<file path="config.mk">
export PLATFORM = sky130hd
export DESIGN_NAME = ssd_scan_arbiter
export DESIGN_NICKNAME = d
export VERILOG_FILES = /design/src/rtl/ssd_scan_arbiter.sv
export SDC_FILE = /design/constraint.sdc
export NUM_CORES = 1
export LEC_CHECK = 0
export ABC_AREA = 1
export BUFFER_PORTS_ARGS = -buffer_cell sky130_fd_sc_hd__clkbuf_2
export CAP_MARGIN = 15
export CORE_MARGIN = 1.5
export CORE_UTILIZATION = 35
export DETAILED_ROUTE_END_ITERATION = 16
export SLEW_MARGIN = 10
export SYNTH_ARGS = -nofsm -noshare
export SYNTH_HDL_FRONTEND = slang
export SYNTH_SLANG_ARGS = --single-unit
</file>
<file path="constraint.sdc">
create_clock -name ClkPort -period 3.2 [get_ports ClkPort]
set_input_delay 0.32 -clock ClkPort [delete_from_list [all_inputs] [get_ports ClkPort]]
set_output_delay 0.32 -clock ClkPort [all_outputs]
set_load 0.005 [all_outputs]
</file>
<file path="src/rtl/ssd_scan_arbiter.sv">
// Eight-digit seven-segment scanner shared by two requesters through a
// frame-aligned arbiter; the shown word is latched once per frame.
module ssd_scan_arbiter #(
   parameter int unsigned SCAN_DIV    = 18,
   parameter int unsigned HOLD_FRAMES = 4
) (
   input  logic        ClkPort,
   input  logic        Reset,
   input  logic        req_a,
   input  logic [31:0] data_a,
   input  logic        req_b,
   input  logic [31:0] data_b,
   input  logic        blank_lz,
   output logic        gnt_a,
   output logic        gnt_b,
   output logic [7:0]  An,
   output logic [7:0]  Cathodes,
   output logic        frame_done
);

   localparam int unsigned HOLD_W = (HOLD_FRAMES > 1) ? $clog2(HOLD_FRAMES) : 1;
   localparam logic [HOLD_W-1:0] HOLD_MAX = HOLD_W'(HOLD_FRAMES - 1);

   typedef enum logic [1:0] {
      IDLE  = 2'd0,
      OWN_A = 2'd1,
      OWN_B = 2'd2
   } state_t;

   logic [SCAN_DIV-1:0] cnt;
   logic [2:0]          idx;
   state_t              state, state_next;
   logic [HOLD_W-1:0]   hold, hold_next;
   logic [31:0]         word, word_next;
   logic                tick_c, boundary_c;
   logic [3:0]          nib_c;
   logic [7:0]          upper_zero_c;
   logic                blanked_c;
   logic [7:0]          an_next, cat_next;

   // Active-low {a,b,c,d,e,f,g,dp}; dp is never lit.
   function automatic logic [7:0] seg_decode(input logic [3:0] n);
      logic [7:0] s;
      case (n)
         4'h0: s = 8'h03;
         4'h1: s = 8'h9F;
         4'h2: s = 8'h25;
         4'h3: s = 8'h0D;
         4'h4: s = 8'h99;
         4'h5: s = 8'h49;
         4'h6: s = 8'h41;
         4'h7: s = 8'h1F;
         4'h8: s = 8'h01;
         4'h9: s = 8'h09;
         4'hA: s = 8'h11;
         4'hB: s = 8'hC1;
         4'hC: s = 8'h63;
         4'hD: s = 8'h85;
         4'hE: s = 8'h61;
         default: s = 8'h71;
      endcase
      return s;
   endfunction

   assign tick_c     = &cnt;
   assign boundary_c = tick_c && (idx == 3'd7);

   // Prescaler, digit index and frame pulse.
   always_ff @(posedge ClkPort) begin
      if (Reset) begin
         cnt        <= '0;
         idx        <= '0;
         frame_done <= 1'b0;
      end else begin
         cnt        <= cnt + SCAN_DIV'(1);
         frame_done <= boundary_c;
         if (tick_c) begin
            idx <= idx + 3'd1;
         end
      end
   end

   // Arbiter state, hold counter, latched word and grants.
   always_ff @(posedge ClkPort) begin
      if (Reset) begin
         state <= IDLE;
         hold  <= '0;
         word  <= '0;
         gnt_a <= 1'b0;
         gnt_b <= 1'b0;
      end else begin
         state <= state_next;
         hold  <= hold_next;
         word  <= word_next;
         gnt_a <= (state_next == OWN_A);
         gnt_b <= (state_next == OWN_B);
      end
   end

   // Ownership only moves on frame boundaries so a frame is never torn.
   always_comb begin
      state_next = state;
      hold_next  = hold;
      word_next  = word;
      if (boundary_c) begin
         case (state)
            IDLE: begin
               hold_next = '0;
               if (req_a) begin
                  state_next = OWN_A;
               end else if (req_b) begin
                  state_next = OWN_B;
               end
            end
            OWN_A: begin
               if (hold < HOLD_MAX) begin
                  hold_next = hold + HOLD_W'(1);
               end else if (req_b) begin
                  state_next = OWN_B;
                  hold_next  = '0;
               end else if (!req_a) begin
                  state_next = IDLE;
                  hold_next  = '0;
               end
            end
            OWN_B: begin
               if (hold < HOLD_MAX) begin
                  hold_next = hold + HOLD_W'(1);
               end else if (req_a) begin
                  state_next = OWN_A;
                  hold_next  = '0;
               end else if (!req_b) begin
                  state_next = IDLE;
                  hold_next  = '0;
               end
            end
            default: begin
               state_next = IDLE;
               hold_next  = '0;
            end
         endcase
         case (state_next)
            OWN_A:   word_next = data_a;
            OWN_B:   word_next = data_b;
            default: word_next = '0;
         endcase
      end
   end

   // upper_zero_c[i]: nibbles i..7 of the latched word are all zero.
   always_comb begin
      upper_zero_c    = '0;
      upper_zero_c[7] = (word[31:28] == 4'h0);
      for (int i = 6; i >= 0; i--) begin
         upper_zero_c[i] = upper_zero_c[i+1] && (word[4*i +: 4] == 4'h0);
      end
   end

   assign nib_c     = word[{idx, 2'b00} +: 4];
   assign blanked_c = blank_lz && (idx != 3'd0) && upper_zero_c[idx];

   always_comb begin
      an_next  = 8'hFF;
      cat_next = 8'hFF;
      if (state != IDLE) begin
         cat_next = seg_decode(nib_c);
         if (!blanked_c) begin
            an_next = ~(8'd1 << idx);
         end
      end
   end

   always_ff @(posedge ClkPort) begin
      if (Reset) begin
         An       <= 8'hFF;
         Cathodes <= 8'hFF;
      end else begin
         An       <= an_next;
         Cathodes <= cat_next;
      end
   end

endmodule
</file>
==> run_results.csv <==
group,metric,value,unit
outcome,outcome,"completed",
detailed_routing,drtPass1Iterations,5,
synthesis,synth_top_area_cell,"dfxtp_1",
setup_path,crit_path_max_incr_delay,0.45,ns
power,power.density,400,nW/µm²
finish,area_delta_synth_final,18.2,%
detailed_routing,ant_nets,0,
synthesis,synth_edf_count,0,
setup_path,crit_start,"state[0]",
setup_path,cp.arrival,2.68,ns
synthesis,syn_nets,752,
global_route,grt_pass1_vias,4225,
synthesis,netlist_top_cells_count,"nand2_1, nand3_1, dfxtp_1, inv_1, a21oi_1",
setup_path,crit_slowest_cell,"dfxtp_1",
setup_path,r2r-start,"state[0]",
global_route,overflow,0,
detailed_routing,drcViolationCount,0,
finish,fill_cells,1319,
timing,rsz0062_at_grt,"no",
synthesis,netlist.area_leader.share,34.4,%
die,die_h,115,µm
synthesis,syn_inst,663,
global_route,antenna_found_initial,0,
power,ir_drop,222,µV
finish,fin_area,5160,µm²
placed_design,place_area,4870,µm²
setup_path,critPathMostFrequentCell,"nand2_1",
detailed_routing,wire_per_inst,12.0,µm
global_route,grt_first_pass_wirelength,18400,µm
synthesis,yosysSeqAreaShare,34.4,%
setup_path,worst-path-max-fanout,21,
clocking,cts.htree.levels,3,
setup_path,startpoint_type,"flop",
setup_path,r2r_setup_slack,0.80,ns
finish,num_antenna_cells,0,
detailed_routing,drt_iter0_drc,213,
placed_design,dp_hpwl,8330,µm
setup_path,endpoint,"word[18]",
detailed_routing,num_vias,4392,
finish,final_nets,827,
placed_design,port_buffers,86,
clocking,cts_tree,"yes",
finish,drive_gt1_share,16.8,%
clocking,cts_hold_buf,0,
die,fp.dieW,115,µm
die,core-area,12100,µm²
synthesis,synth_warnings,0,
setup_path,reg2reg_depth,11,
hold_path,holdCritPathClass,"in2reg",
global_route,grt_max_degree,37,
job,drv_cap,0,
setup_path,r2r-end,"word[18]",
synthesis,avgSynthCellArea,6.59,µm²
timing,layout_min_cycle_time,2.40,ns
timing,fin_crit_sh,75.0,%
detailed_routing,vias_per_cell,4.82,
clocking,clkTransAtPathRegs,0.06,ns
timing,final_max_slew_viol_count,0,
die,num_rows,40,
synthesis,async_reset_ff_share,0,%
synthesis,yosysMostFrequentCell,"nand2_1",
die,pin_count,88,
timing,fin_skew,0.00871,ns
clocking,post_cts_buffers,0,
timing,fin_setup_tns,0,ns
setup_path,setup.worst_path.class,"reg2reg",
clocking,cts.repair.resized,0,
synthesis,syn_area,4370,µm²
synthesis,synth-seq-cells,75,
setup_path,crit_chain,"inv_1, ha_1, o211ai_1, nand3_1, nand2_1, ha_1, buf_4, nand2_1, a21oi_1, nand2_1, nand2_1",
clocking,cts.sinks,75,
synthesis,ys.flop_type,"dfxtp_1",
setup_path,end_kind,"flop",
placed_design,gp_congestion,0.834,
die,die_area,13200,µm²
timing,finalHoldViolCount,0,
clocking,clk_path_buf_depth,2,
detailed_routing,totalWireLength,10900,µm
die,start_util,36.1,%
timing,setup_viol,0,
global_route,grt_usage,17.4,%
setup_path,required,3.48,ns
clocking,cts_root_buffer,"clkbuf_16",
synthesis,synth_area_leaders,"dfxtp_1, nand2_1, nand3_1",
timing,max_freq,416,MHz
clocking,numCtsBuffers,9,
synthesis,synth.distinct_cells,34,
power,cellLeakagePower,0.00240,µW
clocking,clk_latency,0.33,ns
-- cells in the final DEF (no fill, tap or decap), types with 9 or more instances in the layout --
master     Yosys  final
nand2_1      216    216
clkbuf_2       0     86
nand3_1       84     84
dfxtp_1       75     75
inv_1         60     60
a21oi_1       55     55
nor2_1        50     50
o21ai_0       20     20
ha_1          20     20
nand4_1       10     10
clkbuf_16      0      9
buf_4          1      9
-- worst min path at each step --
stage                          to  depth (start not counted)  startpoint
after floorplan           cnt[17]                          2     cnt[17]
after global placement    hold[1]                          2     hold[1]
after detailed placement  word[4]                          2     word[4]
after CTS                 word[4]                          5   data_a[4]
after global routing      word[6]                          5   data_a[6]
final                     word[4]                          5   data_a[4]
-- per-stage QoR --
step                hold slack [ns]  worst slack [ns]  power (µW)  instances  util [%]
floorplan                     0.447              1.19        1030        663         -
global placement              0.461             0.989        1090        895      40.2
detailed placement            0.463             0.860        1100        895      40.2
CTS                           0.308             0.843        2100        911      42.6
global route                  0.334             0.505        2150        911      42.6
finish                        0.320             0.799        2070        911      42.6
-- registers in the layout, summed over array words and instances (netlist names) --
| register | flops |
|---|---|
| An | 8 |
| Cathodes | 7 |
| cnt | 18 |
| frame_done | 1 |
| gnt_a | 1 |
| gnt_b | 1 |
| hold | 2 |
| idx | 3 |
| state | 2 |
| word | 32 |
-- per-layer routing --
metal / global-route usage [%] / wire [µm] / vias to the layer above
met5: 0 / 0 / -
met4: 4.86 / 115 / 0
met3: 5.19 / 729 / 10
met2: 30.6 / 5200 / 117
met1: 20.7 / 4860 / 1989
li1: - / - / 2276
-- power breakdown --
part / switching [µW] / internal (µW)
Clock: 365 / 625
Sequential: 2.68 / 937
Combinational: 81.5 / 54.9
Total: 450 / 1620
-- area by class of cell --
class | count | area [µm²] | share of cell area (%)
multi-input cells | 493 | 2420 | 46.9
inverters | 64 | 240 | 4.65
repair buffers | 95 | 498 | 9.65
well taps | 168 | 210 | 4.07
clock inverters | 2 | 35.0 | 0.679
flip-flops and latches | 75 | 1500 | 29.1
clock buffers | 14 | 254 | 4.92
-- logic make-up (layout without fill, tap and decap cells) --
group,Yosys count,count (layout),share of synthesized area (%)
and+or+nand+nor,381,381,38.2
adders and majority gates,20,20,5.73
xor gates and xnor gates,4,4,0.802
AOI/OAI and AO/OA,87,87,10.6
DFF,75,75,34.4
buffers and inverters,95,175,10.1
other,1,1,0.0859
-- critical path: cells and delay by family, from the launching register on --
| kind | cells | cell delay (ns) |
|---|---|---|
| flops | 1 | 0.45 |
| simple gates | 5 | 0.48 |
| buf+inv | 2 | 0.46 |
| compound gates | 2 | 0.28 |
| fa+ha+maj | 2 | 0.66 |
(Power assumes the default switching activity.)
